<file path="config.mk">
export PLATFORM = sky130hd
export DESIGN_NAME = uart_port_sequencer
export DESIGN_NICKNAME = d
export VERILOG_FILES = /design/src/rtl/uart_port_sequencer.sv
export SDC_FILE = /design/constraint.sdc
export NUM_CORES = 1
export LEC_CHECK = 0
export BUFFER_PORTS_ARGS = -buffer_cell sky130_fd_sc_hd__buf_2
export CAP_MARGIN = 0
export CORE_MARGIN = 2
export CORE_UTILIZATION = 50
export CTS_CLUSTER_SIZE = 12
export DETAILED_ROUTE_END_ITERATION = 6
export PLACE_DENSITY = 0.84
export SLEW_MARGIN = 20
export SYNTH_ARGS = -nofsm -noshare
export SYNTH_HDL_FRONTEND = slang
export SYNTH_SLANG_ARGS = --single-unit
</file>
<file path="constraint.sdc">
create_clock -name clk -period 4.5 [get_ports clk]
set_input_delay 0 -clock clk [delete_from_list [all_inputs] [get_ports clk]]
set_output_delay 0 -clock clk [all_outputs]
set_load 0.05 [all_outputs]
</file>
<file path="src/rtl/uart_port_sequencer.sv">
// uart_port_sequencer: arbitrates clear / RX read / TX write commands onto one UART port, one ISSUE+GAP slot each.
// Optional build macro UART_SEQ_ERR_LOCK_EN: a sampled uart_err locks out TX and reads until a clear slot completes.
module uart_port_sequencer #(
    parameter int unsigned TX_DEPTH = 8,
    parameter int unsigned CW       = 4
) (
    input  logic          clk,
    input  logic          nReset,
    input  logic          req0_valid,
    input  logic [7:0]    req0_data,
    output logic          req0_ready,
    input  logic          req1_valid,
    input  logic [7:0]    req1_data,
    output logic          req1_ready,
    input  logic          rd_req,
    output logic          rd_valid,
    output logic [7:0]    rd_data,
    input  logic          clr_req,
    output logic          clr_done,
    input  logic [1:0]    rate_sel,
    input  logic          credit_ret,
    input  logic          uart_err,
    output logic [3:0]    ctrl,
    output logic [7:0]    tx_data,
    input  logic [7:0]    rx_data,
    output logic [CW-1:0] credits
);

    typedef enum logic [1:0] {
        ST_IDLE  = 2'b00,
        ST_ISSUE = 2'b01,
        ST_GAP   = 2'b10
    } state_t;

    typedef enum logic [1:0] {
        CMD_NONE = 2'b00,
        CMD_TX   = 2'b01,
        CMD_RD   = 2'b10,
        CMD_CLR  = 2'b11
    } cmd_t;

    localparam logic [CW-1:0] CREDIT_MAX = CW'(TX_DEPTH);

    state_t        state;
    state_t        stateNext;
    cmd_t          cmdReg;
    cmd_t          cmdSel;
    logic          grantReg;
    logic          grantSel;
    logic          rrPtr;
    logic          txGrant;
    logic          clrEnd;
    logic          lockOut;
    logic          rdEligible;
    logic          txEligible;
    logic [7:0]    txDataReg;
    logic [7:0]    rdDataReg;
    logic          rdValidReg;
    logic [1:0]    rateReg;
    logic [CW-1:0] creditReg;

`ifdef UART_SEQ_ERR_LOCK_EN
    logic errLock;

    always_ff @(posedge clk or negedge nReset) begin
        if (!nReset) begin
            errLock <= 1'b0;
        end else if (clrEnd) begin
            errLock <= 1'b0;
        end else if (state == ST_IDLE && uart_err) begin
            errLock <= 1'b1;
        end
    end

    // The error blocks selection in the same IDLE cycle it is first seen.
    assign lockOut = errLock || (state == ST_IDLE && uart_err);
`else
    logic unusedErr;

    assign unusedErr = uart_err;
    assign lockOut   = 1'b0;
`endif

    // A read whose data is being returned this cycle is already served; the
    // requester only drops rd_req after seeing rd_valid.
    assign rdEligible = rd_req && !rdValidReg && !lockOut;
    assign txEligible = (req0_valid || req1_valid) && (creditReg != '0) && !lockOut;
    assign grantSel   = (req0_valid && req1_valid) ? rrPtr : req1_valid;
    assign txGrant    = (cmdSel == CMD_TX);
    assign clrEnd     = (state == ST_GAP) && (cmdReg == CMD_CLR);

    always_ff @(posedge clk or negedge nReset) begin
        if (!nReset) begin
            state <= ST_IDLE;
        end else begin
            state <= stateNext;
        end
    end

    always_comb begin
        stateNext = state;
        cmdSel    = CMD_NONE;
        case (state)
            ST_IDLE: begin
                if (clr_req) begin
                    cmdSel = CMD_CLR;
                end else if (rdEligible) begin
                    cmdSel = CMD_RD;
                end else if (txEligible) begin
                    cmdSel = CMD_TX;
                end
                if (cmdSel != CMD_NONE) begin
                    stateNext = ST_ISSUE;
                end
            end
            ST_ISSUE: stateNext = ST_GAP;
            ST_GAP:   stateNext = ST_IDLE;
            default:  stateNext = ST_IDLE;
        endcase
    end

    always_ff @(posedge clk or negedge nReset) begin
        if (!nReset) begin
            cmdReg     <= CMD_NONE;
            grantReg   <= 1'b0;
            rrPtr      <= 1'b0;
            txDataReg  <= '0;
            rateReg    <= '0;
            rdDataReg  <= '0;
            rdValidReg <= 1'b0;
        end else begin
            rdValidReg <= 1'b0;
            if (state == ST_IDLE) begin
                rateReg  <= rate_sel;
                cmdReg   <= cmdSel;
                grantReg <= grantSel;
                if (txGrant) begin
                    txDataReg <= grantSel ? req1_data : req0_data;
                    rrPtr     <= ~grantSel;
                end
            end
            if (state == ST_GAP) begin
                txDataReg <= '0;
                if (cmdReg == CMD_RD) begin
                    rdDataReg  <= rx_data;
                    rdValidReg <= 1'b1;
                end
            end
        end
    end

    // Grant and return in the same cycle cancel; a clear overrides any return.
    always_ff @(posedge clk or negedge nReset) begin
        if (!nReset) begin
            creditReg <= CREDIT_MAX;
        end else if (clrEnd) begin
            creditReg <= CREDIT_MAX;
        end else if (txGrant && !credit_ret) begin
            creditReg <= creditReg - CW'(1);
        end else if (credit_ret && !txGrant && creditReg < CREDIT_MAX) begin
            creditReg <= creditReg + CW'(1);
        end
    end

    assign ctrl       = {((state == ST_ISSUE) ? cmdReg : CMD_NONE), rateReg};
    assign req0_ready = (state == ST_ISSUE) && (cmdReg == CMD_TX) && !grantReg;
    assign req1_ready = (state == ST_ISSUE) && (cmdReg == CMD_TX) && grantReg;
    assign tx_data    = txDataReg;
    assign rd_data    = rdDataReg;
    assign rd_valid   = rdValidReg;
    assign clr_done   = clrEnd;
    assign credits    = creditReg;

endmodule

</file>
==> flow_metrics.py, run 1 <==
metrics = {
    "finish": {
        "seqCellArea_um2": 727,
        "drive_gt1_share_pct": 33.9,
        "fill_cells": 167,
        "diodes": 0,
        "area_growth_pct": 47.1,
        "fin_nets": 254,
        "multi_input_area_um2": 662,
        "fin_util_pct": 76.6,
    },
    "status": {
        "status": "complete, no violations",
    },
    "floorplanning": {
        "dieArea_um2": 3290,
        "die-width_um": 57.4,
        "fp-row-count": 19,
        "coreArea_um2": 2730,
        "die_h_um": 57.4,
        "pin_count": 62,
        "start_util_pct": 52.1,
    },
    "sta": {
        "fin_worst_skew_ns": 0.0133,
        "period_needed_ns": 2.73,
        "period_share_pct": 60.6,
        "setup_violations": 0,
        "fmax_mhz": 367,
        "whs_ns": 0.0268,
        "worst_pin_slew_ns": 1.07,
        "rsz0062_at_grt": "false",
        "slew_headroom_pct": 27.8,
        "tns_ns": 0,
        "drv_slew": 0,
        "finalWorstSetupSlack_ns": 1.77,
        "hold_violations": 0,
    },
    "grt": {
        "antenna_found_initial": 0,
        "grt_pass1_wl_um": 6380,
        "grt-ovfl-total": 0,
        "grt_max_degree": 30,
        "grt_usage_pct": 25.8,
        "grt_pass1_vias": 1362,
    },
    "cts": {
        "cts_buffer_depth": 2,
        "numClockSinks": 29,
        "ctsHoldBuffers": 27,
        "cts_buffers": 5,
        "clock_latency_ns": 0.34,
        "h-tree-depth": 2,
        "post_cts_resized": 0,
        "post_cts_buffers": 0,
        "cts-root-buf": "clkbuf_4",
        "cts.clk_slew.worst_paths_ns": 0.09,
        "cts_tree": "yes",
    },
    "setup_path": {
        "arrival_ns": 2.93,
        "r2r-end": "credits[1]$_DFFE_PN0P_",
        "cp-endpoint": "credits[1]$_DFFE_PN0P_",
        "end_kind": "flop",
        "r2r_start": "credits[3]$_DFFE_PN1P_",
        "crit_fanout": 9,
        "ff2ff_path_depth": 7,
        "crit_type": "flop to flop",
        "r2r_slack_ns": 1.77,
        "cp.required_ns": 4.71,
        "start_kind": "flop",
        "crit_start": "credits[3]$_DFFE_PN1P_",
    },
    "placed_design": {
        "io_buffers": 60,
        "hpwl_um": 2230,
        "place_ws_ns": 1.82,
        "place_congestion": 0.694,
    },
    "detailed_routing": {
        "ant_nets": 0,
        "dr_total_vias": 1356,
        "viasPerCell": 5.45,
        "routed_wl_um": 3900,
        "dr.pass1.iters": 4,
        "wl_per_cell_um": 15.7,
        "drt_iter0_drc": 34,
        "drc_errors": 0,
    },
    "synth": {
        "synth_cell_types": 37,
        "yosysWarnings": 0,
        "avgSynthCellArea_um2": 11.0,
        "ys_seq_area_share_pct": 51.1,
        "synth_top_area_share_pct": 49.2,
        "synth_area_leader_cell": "dfrtp_1",
        "netlist_instances": 129,
        "synth-edff-count": 0,
        "synth-main-ff-cell": "dfrtp_1",
        "synth_area_um2": 1420,
        "synth.area.top_cells": "dfrtp_1 (49%), mux2_1 (7.9%), mux2i_1 (7.7%)",
        "ys_seq_elements": 29,
        "synth_nets": 166,
        "async_reset_ff_share_pct": 100,
    },
    "min_path": {
        "min_path_type": "input pin to flop",
        "hold_depth": 3,
    },
    "power_and_ir_drop": {
        "power_leakage_nw": 1.08,
        "power_w": 0.00158,
        "p_per_area_nw_per_um2": 756,
        "ir_drop_mv": 0.619,
    },
    "job": {
        "maxCapViolations": 0,
    },
}
==> critical path, stage by stage (launching register included) <==
cell and delay, ns:
dfstp_2 0.61, or4_4 0.17, and4_4 0.30, nor3b_1 0.48, fa_1 0.53, and3_1 0.17
a211oi_1 0.25, a211oi_1 0.08
==> layout make-up <==
type | instances | share of cell area [%]
Sequential cell | 29 | 34.7
Multi-Input combinational cell | 91 | 31.6
Timing Repair Buffer | 87 | 27.2
Clock buffer | 7 | 2.63
Tap cell | 31 | 1.85
Clock inverter | 1 | 1.43
Inverter | 3 | 0.538
==> Yosys cell counts (2+ instances only) <==
cell type,count
nor2b_1,2
mux2_1,10
nor3b_1,2
a21oi_1,4
dfrtp_1,28
clkbuf_1,5
mux2i_1,11
o21ai_1,11
nand2_1,20
ha_1,2
a211oi_1,3
nor2_1,3
and2_1,2
inv_1,3
==> report_power, final <==
group	internal (W)	switching (W)	leakage, nW
Clock	0.000133	0.0000926	0.0455
Combinational	0.000247	0.000624	0.677
Sequential	0.000385	0.000101	0.358
Total	0.000765	0.000818	1.08
==> cell families (layout without fill, tap and decap cells) <==
group | count (synthesis) | count (layout) | share of synthesized area (%)
xor gates and xnor gates | 1 | 1 | 0.615
muxes | 21 | 21 | 15.6
AOI/OAI and AO/OA | 26 | 26 | 11.8
and+or+nand+nor | 40 | 40 | 14.9
buffers and inverters | 9 | 98 | 2.90
DFF | 29 | 29 | 51.1
adders and majority gates | 3 | 3 | 3.16
==> placed cells by master (no fill, tap or decap), drive strengths merged, types with 3 or more instances in the layout <==
cell type	n
buf	60
dfrtp	28
dlygate4sd3	27
nand2	20
o21ai	12
mux2i	11
mux2	10
clkbuf	7
a21oi	5
inv	3
nor2	3
a211oi	3
==> metrics by stage <==
stage,cell area (um^2),instances
final,2090,249
after CTS,2090,249
after detailed placement,1740,214
after floorplan,1420,129
after global placement,1740,214
after global routing,2090,249
==> per-layer routing <==
metal / GRT usage [%] / wire length (um)
met4: 11.3 / 104
met3: 8.39 / 235
met1: 31.6 / 1610
met5: 0 / 0
met2: 41.6 / 1960
==> state kept, by name (all words and copies together) (netlist names) <==
| register | count |
|---|---|
| rd_data | 8 |
| rateReg | 2 |
| rrPtr | 1 |
| rd_valid | 1 |
| grantReg | 1 |
| state | 2 |
| cmdReg | 2 |
| credits | 4 |
| tx_data | 8 |
==> worst min path at each step <==
stage	from	slack, ns	endpoint
global route	req0_data[5]	0.06	tx_data[5]$_DFFE_PN0P_
detailed placement	nReset	0.06	rd_data[6]$_DFFE_PN0P_
finish	req0_data[5]	0.03	tx_data[5]$_DFFE_PN0P_
floorplan	nReset	-0.30	cmdReg[0]$_DFFE_PN0P_
global placement	nReset	0.04	rd_data[0]$_DFFE_PN0P_
CTS	req1_data[5]	0.01	tx_data[5]$_DFFE_PN0P_
(Power assumes the default switching activity.)
==> run 2, diff against run 1 <==
CORE_UTILIZATION = 42   (was 50)
PLACE_DENSITY = 0.75   (was 0.84)
clock period = 2.3 ns   (was 4.5 ns; I/O delays follow)
==> flow_metrics.py, run 2 (synthesis gave the netlist of run 1 again) <==
metrics = {
    "status": {
        "status": "finished, violations left",
        "violations": "setup timing",
    },
    "setup_path": {
        "critical-path-max-stage-delay_ns": 0.53,
        "crit_fanout": 4,
        "cp-endpoint": "credits[3]$_DFFE_PN1P_",
        "cp.required_ns": 2.55,
        "end_kind": "flop",
        "r2r_start": "credits[3]$_DFFE_PN1P_",
        "crit_chain": "or4_4 -> and4_4 -> nor3b_4 -> ha_1 -> a21o_1 -> a21oi_2 -> nand3_1 -> mux2i_1 -> nand3b_1",
        "cp.buffers_inverters": 0,
        "start_kind": "flop",
        "r2r-end": "credits[3]$_DFFE_PN1P_",
        "crit_start": "credits[3]$_DFFE_PN1P_",
        "worst-path-stages": 9,
        "arrival_ns": 2.58,
        "crit_type": "flop to flop",
        "r2r_slack_ns": -0.03,
        "ff2ff_path_depth": 9,
        "slowest_stage": "or4_4",
        "cp_top_family": "simple AND/OR/NAND/NOR gates",
    },
    "cts": {
        "numClockSinks": 29,
        "cts_buffer_depth": 2,
        "cts_buffers": 5,
        "cts_tree": "yes",
        "cts-root-buf": "clkbuf_4",
        "clock_latency_ns": 0.32,
        "h-tree-depth": 2,
        "cts.clk_slew.worst_paths_ns": 0.08,
    },
    "sta": {
        "setup_violations": 2,
        "period_share_pct": 101,
        "worst_pin_slew_ns": 0.640,
        "rsz0062_at_grt": "true",
        "finalWorstSetupSlack_ns": -0.0301,
        "fmax_mhz": 429,
        "hold_violations": 0,
        "whs_ns": 0.0236,
        "drv_slew": 0,
        "tns_ns": -0.0455,
        "slew_headroom_pct": 57.3,
        "fin_worst_skew_ns": 0.00243,
        "period_needed_ns": 2.33,
    },
    "power_and_ir_drop": {
        "ir_drop_mv": 0.592,
        "power_leakage_nw": 1.13,
        "power_w": 0.00308,
        "p_per_area_nw_per_um2": 1380,
    },
    "finish": {
        "fill_cells": 262,
        "fin_util_pct": 67.7,
        "diodes": 0,
        "drive_gt1_share_pct": 39.6,
        "area_growth_pct": 56.1,
        "fin_nets": 266,
        "layout_common_cells": "buf_2 (60), dlygate4sd3_1 (28), dfrtp_1 (26), nand2_1 (20)",
        "final_common_cell": "buf_2",
    },
    "grt": {
        "grt_pass1_wl_um": 6370,
        "grt_max_degree": 30,
        "antenna_found_initial": 0,
        "grt_usage_pct": 20.9,
        "grt_pass1_vias": 1417,
        "grt-ovfl-total": 0,
    },
    "detailed_routing": {
        "wl_per_cell_um": 13.7,
        "drt_iter0_drc": 39,
        "dr.pass1.iters": 4,
        "ant_nets": 0,
        "viasPerCell": 4.88,
        "dr_total_vias": 1346,
        "drc_errors": 0,
        "routed_wl_um": 3780,
    },
    "min_path": {
        "min_path_type": "input pin to flop",
        "hold_start": "req1_data[5]",
    },
    "floorplanning": {
        "die_h_um": 62.2,
        "pin_count": 62,
        "start_util_pct": 43.4,
        "fp-row-count": 21,
        "coreArea_um2": 3280,
        "dieArea_um2": 3870,
        "die-width_um": 62.2,
    },
    "placed_design": {
        "place_congestion": 0.843,
        "io_buffers": 60,
        "hpwl_um": 2430,
        "place_ws_ns": -0.0678,
    },
    "job": {
        "maxCapViolations": 0,
    },
}
## run 2: metrics by stage
stage                     area, um^2  std cells
after CTS                       2190        275
after floorplan                 1450        129
after global placement          1860        239
after detailed placement        1860        239
after global routing            2220        276
final                           2220        276
## run 2: worst register-to-register path, cell delays in order (launching register included)
cell and delay (ns):
dfstp_4 0.47, or4_4 0.53, and4_4 0.17, nor3b_4 0.16
ha_1 0.27, a21o_1 0.16, a21oi_2 0.14, nand3_1 0.11
mux2i_1 0.17, nand3b_1 0.09
## run 2: cell type report
| type | count | area, um^2 | share of cell area (%) |
|---|---|---|---|
| multi-input cells | 91 | 698 | 31.4 |
| repair buffers | 99 | 663 | 29.8 |
| inverters | 3 | 11.3 | 0.507 |
| well taps | 46 | 57.6 | 2.59 |
| flip-flops and latches | 29 | 733 | 33.0 |
| clock buffers | 8 | 58.8 | 2.65 |
## run 2: what timing repair did
| item | in CTS | in global routing |
|---|---|---|
| buffers inserted | 0 | 1 |
| hold endpoints to repair | 48 | 0 |
| gates resized for setup | 0 | 2 |
| pin swaps | 3 | 5 |
| hold buffers | 28 | 0 |
| setup endpoints to repair | 3 | 3 |
## run 2: worst min path at each step
stage	endpoint	slack [ns]	cells after the start
5_1_grt	tx_data[5]$_DFFE_PN0P_	0.05	3
2_1_floorplan	cmdReg[0]$_DFFE_PN0P_	-0.30	0
6_report	tx_data[5]$_DFFE_PN0P_	0.02	3
4_1_cts	tx_data[5]$_DFFE_PN0P_	0.02	3
3_5_place_dp	tx_data[5]$_DFFE_PN0P_	0.06	1
3_3_place_gp	rd_data[0]$_DFFE_PN0P_	0.05	1
## run 2: layer usage
metal,global-route usage (%),vias up,routed length (um)
met5,0,-,0
met4,8.33,0,69
met3,4.35,6,218
met2,38.2,45,2000
met1,23.7,640,1490
li1,-,655,-
## run 2: where the power goes
| part | internal, W | switching (W) | total [W] |
|---|---|---|---|
| logic | 0.000575 | 0.00127 | 0.00184 |
| clock network | 0.000151 | 0.000165 | 0.000315 |
| registers | 0.000759 | 0.000162 | 0.000922 |
| total | 0.00148 | 0.00159 | 0.00308 |
==> run 3, diff against run 2 <==
CORE_MARGIN = not set   (was 2)
==> flow_metrics.py, run 3 (synthesis gave the netlist of run 1 again) <==
metrics = {
    "power_and_ir_drop": {
        "ir_drop_mv": 0.645,
        "power_leakage_nw": 1.12,
        "p_int_w": 0.00145,
        "pwr-share-comb_pct": 60.5,
        "clock_power_share_pct": 9.7,
        "p_per_area_nw_per_um2": 1390,
        "p_sw_share_pct": 52.6,
        "pwr-share-seq_pct": 29.8,
        "p_switching_w": 0.00161,
    },
    "cts": {
        "cts_tree": "yes",
        "cts.clk_slew.worst_paths_ns": 0.10,
        "post_cts_buffers": 0,
        "clock_latency_ns": 0.33,
        "cts_buffers": 5,
        "h-tree-depth": 2,
        "cts-root-buf": "clkbuf_4",
        "cts_buffer_depth": 2,
        "numClockSinks": 29,
    },
    "grt": {
        "grt_usage_pct": 24.3,
        "grt_max_degree": 30,
        "antenna_found_initial": 0,
        "grt_pass1_vias": 1325,
        "grt_pass1_wl_um": 6220,
        "grt-ovfl-total": 0,
    },
    "detailed_routing": {
        "wl_per_cell_um": 14.3,
        "dr_total_vias": 1347,
        "viasPerCell": 4.93,
        "dr.pass1.iters": 6,
        "drt_iter0_drc": 72,
        "ant_nets": 0,
        "drc_errors": 0,
        "routed_wl_um": 3900,
    },
    "sta": {
        "drv_slew": 0,
        "period_share_pct": 102,
        "fmax_mhz": 425,
        "whs_ns": 0.00169,
        "period_needed_ns": 2.35,
        "fin_worst_skew_ns": 0.0117,
        "hold_violations": 0,
        "rsz0062_at_grt": "true",
        "finalWorstSetupSlack_ns": -0.0548,
        "slew_headroom_pct": 57.9,
        "worst_pin_slew_ns": 0.631,
        "setup_violations": 2,
    },
    "floorplanning": {
        "fp-row-count": 20,
        "die_h_um": 60.2,
        "dieArea_um2": 3630,
        "die-width_um": 60.2,
        "start_util_pct": 45.5,
        "coreArea_um2": 3130,
        "pin_count": 62,
    },
    "setup_path": {
        "start_kind": "flop",
        "r2r_start": "credits[3]$_DFFE_PN1P_",
        "cp-endpoint": "credits[1]$_DFFE_PN0P_",
        "crit_start": "credits[3]$_DFFE_PN1P_",
        "crit_type": "flop to flop",
        "cp.required_ns": 2.54,
        "crit_fanout": 4,
        "r2r_slack_ns": -0.05,
        "r2r-end": "credits[1]$_DFFE_PN0P_",
        "arrival_ns": 2.60,
        "end_kind": "flop",
        "ff2ff_path_depth": 7,
    },
    "placed_design": {
        "dp_cells": 238,
        "io_buffers": 60,
        "place_congestion": 0.879,
        "hpwl_um": 2480,
        "place_area_um2": 1860,
    },
    "finish": {
        "diodes": 0,
        "layout_common_cells": "buf_2 (60), dlygate4sd3_1 (27), dfrtp_1 (26), nand2_1 (20)",
        "final_cells": 273,
        "fill_cells": 243,
        "drive_gt1_share_pct": 40.2,
        "fin_nets": 265,
        "area_growth_pct": 54.1,
        "final_common_cell": "buf_2",
        "stdcell_area_um2": 2190,
    },
    "job": {
        "maxCapViolations": 0,
    },
    "min_path": {
        "hold_depth": 2,
        "min_path_type": "input pin to flop",
        "hold_start": "credit_ret",
    },
    "status": {
        "violations": "setup timing",
        "status": "finished, violations left",
    },
}
==> run 3: worst min path at each step <==
stage                                        end  slack (ns)
final                     credits[2]$_DFFE_PN0P_       0.002
after floorplan            cmdReg[0]$_DFFE_PN0P_       -0.30
after detailed placement  rd_data[2]$_DFFE_PN0P_        0.06
after CTS                 credits[2]$_DFFE_PN0P_     -0.0005
after global placement    rd_data[6]$_DFFE_PN0P_        0.05
after global routing      credits[1]$_DFFE_PN0P_       0.007
==> run 3: stage by stage <==
step	util, %	setup WS [ns]	setup TNS (ns)	total power, W
finish	70.2	-0.0548	-0.0780	0.00306
global route	70.2	-0.117	-0.324	0.00326
CTS	69.8	-0.0568	-0.104	0.00303
detailed placement	59.5	-0.0381	-0.0748	0.00268
global placement	59.5	0.0285	0	0.00263
floorplan	-	-0.221	-0.624	0.00221
==> run 3: area by class of cell <==
cell class	instances	area [um^2]	area share [%]
Sequential cell	29	733	33.4
Multi-Input combinational cell	91	691	31.5
Timing Repair Buffer	98	653	29.8
Tap cell	44	55.1	2.51
Clock buffer	6	41.3	1.88
Inverter	3	11.3	0.513
Clock inverter	2	10.0	0.456
==> run 3: routing by layer <==
layer  vias to the layer above  part of all wire [%]  track usage [%]
met5                         -                     0                0
met4                         0                   3.0             10.3
met3                        12                   5.3             6.49
met2                        50                    51             41.4
met1                       632                    40             28.4
li1                        653                     -                -
==> run 3: power groups by stage <==
stage / Sequential, W / Combinational [W] / Clock [W]
final: 0.000911 / 0.00185 / 0.000297
after global routing: 0.000946 / 0.00198 / 0.000328
after CTS: 0.000905 / 0.00182 / 0.000300
after detailed placement: 0.000916 / 0.00177 / 0
after global placement: 0.000897 / 0.00173 / 0
after floorplan: 0.00160 / 0.000613 / 0
==> run 3: worst max-delay path, cell delays in order, from the launching register on <==
cell	delay [ns]
dfstp_4	0.48
or4_4	0.53
and4_4	0.16
nor3b_4	0.16
fa_2	0.53
and3_4	0.17
a211oi_2	0.04
a211oi_1	0.18
==> run 3: timing repair <==
action / 4_1_cts / 5_1_grt
resized for setup: 0 / 2
endpoints found under the hold margin: 48 / 0
endpoints found under the setup margin: 3 / 3
hold buffers: 27 / 0
pin swaps: 3 / 2
